`config.mk`:
```
export PLATFORM = sky130hd
export DESIGN_NAME = branch_predictor_flat
export DESIGN_NICKNAME = d
export VERILOG_FILES = /design/src/rtl/branch_predictor_if.sv /design/src/rtl/branch_predictor.sv /design/src/flat_wrapper.sv
export SDC_FILE = /design/constraint.sdc
export NUM_CORES = 1
export LEC_CHECK = 0
export CAP_MARGIN = 25
export CORE_MARGIN = 2
export CORE_UTILIZATION = 59
export DETAILED_ROUTE_END_ITERATION = 16
export GPL_TIMING_DRIVEN = 0
export PLACE_DENSITY = 0.84
export SETUP_SLACK_MARGIN = 0.02
export SKIP_CTS_REPAIR_TIMING = 1
export SLEW_MARGIN = 20
export SYNTH_ARGS = -nofsm -noshare
export SYNTH_HDL_FRONTEND = slang
export SYNTH_SLANG_ARGS = --single-unit
```
`constraint.sdc`:
```
create_clock -name clk -period 5 [get_ports clk]
set_input_delay 1 -clock clk [delete_from_list [all_inputs] [get_ports clk]]
set_output_delay 1 -clock clk [all_outputs]
set_load 0.03 [all_outputs]
```
`src/rtl/branch_predictor_if.sv`:
```
// Fetch-side lookup and execute-side update signals of the branch predictor,
// bundled so the pipeline (master) and the predictor (slave) share one port.
interface branch_predictor_if;
  logic [31:0] pc_f;
  logic        pred_taken_f;
  logic [31:0] pred_pc_f;
  logic        upd_valid;
  logic [31:0] upd_pc;
  logic        upd_jump;
  logic        upd_taken;
  logic [31:0] upd_target;
  logic        upd_pred_taken;
  logic [31:0] upd_pred_pc;

  modport master (
    output pc_f, upd_valid, upd_pc, upd_jump, upd_taken, upd_target,
           upd_pred_taken, upd_pred_pc,
    input  pred_taken_f, pred_pc_f
  );

  modport slave (
    input  pc_f, upd_valid, upd_pc, upd_jump, upd_taken, upd_target,
           upd_pred_taken, upd_pred_pc,
    output pred_taken_f, pred_pc_f
  );
endinterface

```
`src/rtl/branch_predictor.sv`:
```
// Direct-mapped BTB with 2-bit saturating counters; combinational lookup, registered update.
// Define BP_STATS_EN to add the stat_updates / stat_mispred counters.
module branch_predictor #(
  parameter int IDX_W = 4,
  parameter int TAG_W = 8
) (
  input  logic                clk,
  input  logic                rst,
  branch_predictor_if.slave   bus
`ifdef BP_STATS_EN
  ,
  output logic [31:0]         stat_updates,
  output logic [31:0]         stat_mispred
`endif
);

  localparam int ENTRIES = 1 << IDX_W;

  logic [ENTRIES-1:0] valid_q;
  logic [1:0]         ctr_q    [ENTRIES];
  logic [TAG_W-1:0]   tag_q    [ENTRIES];
  logic [31:0]        target_q [ENTRIES];

  // Lookup: reads the current (pre-update) contents, no bypass.
  logic [IDX_W-1:0] f_idx;
  logic [TAG_W-1:0] f_tag;
  logic             f_hit;

  assign f_idx = bus.pc_f[IDX_W+1:2];
  assign f_tag = bus.pc_f[IDX_W+TAG_W+1:IDX_W+2];
  assign f_hit = valid_q[f_idx] && (tag_q[f_idx] == f_tag);

  assign bus.pred_taken_f = f_hit && ctr_q[f_idx][1];
  assign bus.pred_pc_f    = bus.pred_taken_f ? target_q[f_idx] : bus.pc_f + 32'd4;

  // Update decision
  logic [IDX_W-1:0] u_idx;
  logic [TAG_W-1:0] u_tag;
  logic             u_hit;
  logic             wr_en;
  logic [1:0]       new_ctr;
  logic [31:0]      new_target;

  assign u_idx = bus.upd_pc[IDX_W+1:2];
  assign u_tag = bus.upd_pc[IDX_W+TAG_W+1:IDX_W+2];
  assign u_hit = valid_q[u_idx] && (tag_q[u_idx] == u_tag);

  always_comb begin
    // NOTE: every output gets a default first so no path leaves it unassigned (no latch).
    wr_en      = 1'b0;
    new_ctr    = ctr_q[u_idx];
    new_target = target_q[u_idx];
    if (bus.upd_valid) begin
      if (u_hit) begin
        wr_en = 1'b1;
        if (bus.upd_jump) begin
          new_ctr    = 2'b11;
          new_target = bus.upd_target;
        end else if (bus.upd_taken) begin
          if (ctr_q[u_idx] != 2'b11) new_ctr = ctr_q[u_idx] + 2'd1;
          new_target = bus.upd_target;
        end else begin
          if (ctr_q[u_idx] != 2'b00) new_ctr = ctr_q[u_idx] - 2'd1;
        end
      end else if (bus.upd_taken) begin
        wr_en      = 1'b1;
        new_ctr    = bus.upd_jump ? 2'b11 : 2'b10;
        new_target = bus.upd_target;
      end
    end
  end

  // NOTE: state registers use non-blocking assignments so all updates see pre-edge values.
  always_ff @(posedge clk) begin
    if (!rst) begin
      valid_q <= '0;
      for (int i = 0; i < ENTRIES; i++) ctr_q[i] <= 2'b00;
    end else if (wr_en) begin
      valid_q[u_idx] <= 1'b1;
      ctr_q[u_idx]   <= new_ctr;
    end
  end

  // NOTE: tags and targets are qualified by valid, so this storage needs no reset.
  always_ff @(posedge clk) begin
    if (rst && wr_en) begin
      tag_q[u_idx]    <= u_tag;
      target_q[u_idx] <= new_target;
    end
  end

  logic unused_pc_bits;
  assign unused_pc_bits = ^{bus.upd_pc[31:IDX_W+TAG_W+2], bus.upd_pc[1:0]};

`ifdef BP_STATS_EN
  logic mispred;
  assign mispred = bus.upd_valid &&
                   ((bus.upd_pred_taken != bus.upd_taken) ||
                    (bus.upd_taken && (bus.upd_pred_pc != bus.upd_target)));

  always_ff @(posedge clk) begin
    if (!rst) begin
      stat_updates <= '0;
      stat_mispred <= '0;
    end else begin
      if (bus.upd_valid && (stat_updates != 32'hFFFF_FFFF)) stat_updates <= stat_updates + 32'd1;
      if (mispred && (stat_mispred != 32'hFFFF_FFFF))       stat_mispred <= stat_mispred + 32'd1;
    end
  end
`else
  logic unused_stats_inputs;
  assign unused_stats_inputs = ^{bus.upd_pred_taken, bus.upd_pred_pc};
`endif

endmodule

```
`src/flat_wrapper.sv`:
```
// flat-port wrapper written by rule: the top's interface ports become plain ports
module branch_predictor_flat 
#(
  parameter int IDX_W = 4,
  parameter int TAG_W = 8
)
  (clk, rst, bus_pc_f, bus_upd_valid, bus_upd_pc, bus_upd_jump, bus_upd_taken, bus_upd_target, bus_upd_pred_taken, bus_upd_pred_pc, bus_pred_taken_f, bus_pred_pc_f);
  branch_predictor_if bus_i ();
  input  logic clk;
  input  logic rst;
  input wire logic [$bits(bus_i.pc_f)-1:0] bus_pc_f;
  input wire logic [$bits(bus_i.upd_valid)-1:0] bus_upd_valid;
  input wire logic [$bits(bus_i.upd_pc)-1:0] bus_upd_pc;
  input wire logic [$bits(bus_i.upd_jump)-1:0] bus_upd_jump;
  input wire logic [$bits(bus_i.upd_taken)-1:0] bus_upd_taken;
  input wire logic [$bits(bus_i.upd_target)-1:0] bus_upd_target;
  input wire logic [$bits(bus_i.upd_pred_taken)-1:0] bus_upd_pred_taken;
  input wire logic [$bits(bus_i.upd_pred_pc)-1:0] bus_upd_pred_pc;
  output wire logic [$bits(bus_i.pred_taken_f)-1:0] bus_pred_taken_f;
  output wire logic [$bits(bus_i.pred_pc_f)-1:0] bus_pred_pc_f;
  assign bus_i.pc_f = bus_pc_f;
  assign bus_i.upd_valid = bus_upd_valid;
  assign bus_i.upd_pc = bus_upd_pc;
  assign bus_i.upd_jump = bus_upd_jump;
  assign bus_i.upd_taken = bus_upd_taken;
  assign bus_i.upd_target = bus_upd_target;
  assign bus_i.upd_pred_taken = bus_upd_pred_taken;
  assign bus_i.upd_pred_pc = bus_upd_pred_pc;
  assign bus_pred_taken_f = bus_i.pred_taken_f;
  assign bus_pred_pc_f = bus_i.pred_pc_f;
  branch_predictor #(.IDX_W(IDX_W), .TAG_W(TAG_W)) u_core (.clk(clk), .rst(rst), .bus(bus_i));
endmodule
```
==> results.py <==
metrics = {
    "run_status": {
        "status": "finished, final reports clean",
    },
    "sta": {
        "period_share": 0.999,
        "slew_violations": 0,
        "max-slew-margin-rel": 0.291,
        "max_freq_mhz": 200,
        "setup_viol": 0,
        "skew_ns": 0.0196,
        "tightest_slew_ns": 1.06,
        "setup_ws_ns": 0.00296,
        "fin_crit_ns": 5.00,
        "hold_violations": 0,
    },
    "grt": {
        "grt_first_pass_wirelength_mm": 136,
        "grt_max_degree": 36,
        "antenna_found_initial": 1,
        "grt_pass1_vias": 20100,
        "grtUsageTotal": 0.342,
        "grt_overflow_total": 0,
    },
    "worst_setup_path": {
        "r2r-end": "u_core.target_q[13][7]",
        "crit_path_end_kind": "output pin",
        "startpoint": "bus_pc_f[2]",
        "path_cells": "clkbuf_2 -> buf_6 -> buf_12 -> buf_8 -> mux4_2 -> mux2i_1 -> xor2_1 -> nand3_1 -> o31ai_4 -> nand4_1 -> buf_6 -> clkbuf_4 -> mux2_2 -> dlymetal6s2s_1",
        "crit_path_end": "bus_pred_pc_f[25]",
        "slowest_delay_ns": 0.52,
        "cp.required_ns": 4.00,
        "reg2regPathDepth": 10,
        "path_class": "in -> out",
        "cp_max_fo": 10,
        "start_kind": "input port",
        "r2r_start": "u_core.tag_q[9][4]",
        "arrival_ns": 4.00,
        "cp_common_cell": "buf_6",
        "cp.depth": 14,
        "r2r_slack_ns": 1.00,
        "path_buf_inv": 7,
        "slowest_stage": "mux4_2",
        "cpLargestDelayFamily": "buffers and inverters",
    },
    "power": {
        "p_clk_frac": 0.391,
        "seqPwrFrac": 0.509,
        "power_density_nw_per_um2": 335,
        "internal_power_mw": 9.81,
        "leakage_nw": 12.4,
        "p_sw_mw": 2.91,
        "switching_share": 0.229,
        "combPwrFrac": 0.100,
        "vdd_drop_max_mv": 0.238,
    },
    "synth": {
        "synth_edf_count": 672,
        "avgSynthCellArea_um2": 20.2,
        "syn_inst": 1626,
        "synth_flop_cell": "edfxtp_1",
        "async_reset_ff_frac": 0,
        "ys_seq_area_frac": 0.624,
        "synth-seq-cells": 688,
        "synth_area_um2": 32800,
        "ys_warn_count": 0,
        "syn-num-nets": 1761,
        "ys_types": 52,
    },
    "cells_and_area": {
        "final_util": 0.689,
        "area_delta_synth_final_pct": 15.6,
        "fin_area_um2": 37900,
        "final_common_cell": "edfxtp_1",
        "fillCellCount": 3312,
        "n_antenna_cell": 0,
        "fin_nets": 1982,
        "most-common-layout-cells": "672 x edfxtp_1, 388 x mux4_2, 73 x clkbuf_16, 71 x clkdlybuf4s50_1, 67 x nand2_1",
        "drive_above_1_share": 0.374,
    },
    "die": {
        "start_util": 0.596,
        "die_area_um2": 57500,
        "die_height_um": 240,
        "rows": 86,
        "io_pins": 167,
        "die_width_um": 240,
        "core_um2": 55100,
    },
    "route": {
        "drt_iter0_drc": 3284,
        "routed_via_density": 7.50,
        "remaining_drc_errors": 0,
        "dr.pass1.iters": 5,
        "post_drt_wl_per_cell_um": 36.3,
        "ant_nets": 0,
        "vias": 19900,
        "wl_mm": 96.0,
    },
    "clocking": {
        "cts_root_buf": "clkbuf_16",
        "clk_latency_ns": 0.63,
        "clockBufferDepth": 3,
        "h-tree-depth": 3,
        "cts_sinks": 688,
        "cts_buffers": 69,
        "clkTransAtPathRegs_ns": 0.07,
        "cts_tree": "done",
    },
    "placed_design": {
        "dpl.hpwl_mm": 58.7,
        "placed_area_um2": 35400,
        "place_ws_ns": -2.77,
        "gp_congestion": 0.887,
        "port_buffers": 108,
    },
    "run": {
        "maxCapViolCount": 0,
    },
    "min_path": {
        "min_path_type": "reg -> reg",
    },
}
sequential cells by signal (all words and copies together), names as in the netlist:
register and flops:
u_core.target_q 512, u_core.tag_q 128, u_core.ctr_q 32, u_core.valid_q 16
tightest hold or removal path, cell delays in order (launching register included):
cell	delay, ns
dfxtp_1	0.32
nand2_1	0.06
nand2_1	0.04
metal layers:
| metal | wire length [um] | vias up | track usage | share of wire |
|---|---|---|---|---|
| li1 | - | 7450 | - | - |
| met1 | 30900 | 10100 | 0.443 | 0.32 |
| met2 | 46500 | 1922 | 0.536 | 0.48 |
| met3 | 13300 | 348 | 0.0894 | 0.14 |
| met4 | 5240 | 2 | 0.189 | 0.055 |
| met5 | 9 | - | 0 | 0.000094 |
cell type report:
class,count,area (um^2),share of cell area
tap,748,936,0.0247
clock inverter,35,231,0.00610
multi-input combinational,798,11800,0.312
buffer,120,797,0.0210
clock buffer,88,1880,0.0496
inverter,20,128,0.00336
timing repair buffer,150,1650,0.0434
sequential,688,20500,0.540
logic make-up after synthesis:
group,Yosys count,share of synthesized area
DFF,688,0.624
muxes,496,0.302
and+or+nand+nor,196,0.0287
buffers and inverters,140,0.0201
AOI/OAI and AO/OA,60,0.0129
xor gates and xnor gates,45,0.0120
adders and majority gates,1,0.000381
per-stage QoR:
step | instances | power, mW | TNS (ns) | hold slack (ns)
after CTS | 2628 | 12.7 | -87.17 | 0.464
after detailed placement | 2505 | 7.81 | -587.74 | 0.450
after floorplan | 1626 | 7.36 | 0 | 0.432
final | 2647 | 12.7 | 0 | 0.471
after global placement | 2482 | 7.76 | -1355.50 | 0.444
after global routing | 2647 | 13.0 | -0.339 | 0.479
power groups by stage:
stage          clock, mW  sequential (mW)  combinational, mW
4_1_cts             4.96             6.48               1.22
2_1_floorplan          0             6.59              0.768
3_3_place_gp           0             6.60               1.16
6_report            4.98             6.48               1.27
3_5_place_dp           0             6.60               1.21
5_1_grt             5.19             6.48               1.32
synth_stat cells (2+ instances only):
cell type	n	share of area
o31ai_1	2	0.00046
mux2_2	34	0.012
a22oi_1	10	0.0023
o2111ai_1	2	0.00053
a22o_1	2	0.00053
inv_1	20	0.0023
a311oi_1	2	0.00053
nor2b_1	10	0.0019
mux2_1	30	0.010
buf_6	8	0.0027
mux4_2	388	0.27
dfxtp_1	16	0.0098
clkbuf_1	53	0.0061
o21ai_0	5	0.00076
and3_1	14	0.0027
and4_1	4	0.0011
xor2_1	17	0.0045
buf_4	9	0.0021
nand4_1	18	0.0034
a21oi_1	16	0.0024
edfxtp_1	672	0.61
buf_2	32	0.0049
a31oi_1	3	0.00057
a211oi_1	8	0.0018
nand2_1	67	0.0077
nor3_1	4	0.00061
buf_1	18	0.0021
nand3_1	24	0.0037
xnor2_1	28	0.0075
nor2_1	45	0.0051
mux2i_1	44	0.013
worst min path at each step:
stage | end | startpoint | cells past startpoint | slack [ns]
after floorplan | u_core.valid_q[6] | u_core.valid_q[6] | 2 | 0.43
after global placement | u_core.valid_q[8] | u_core.valid_q[8] | 2 | 0.44
after detailed placement | u_core.valid_q[9] | u_core.valid_q[9] | 2 | 0.45
after CTS | u_core.valid_q[13] | u_core.valid_q[13] | 2 | 0.46
after global routing | u_core.valid_q[7] | u_core.valid_q[7] | 2 | 0.48
final | u_core.valid_q[13] | u_core.valid_q[13] | 2 | 0.47
Note: power is estimated with default switching activity, not from simulation.
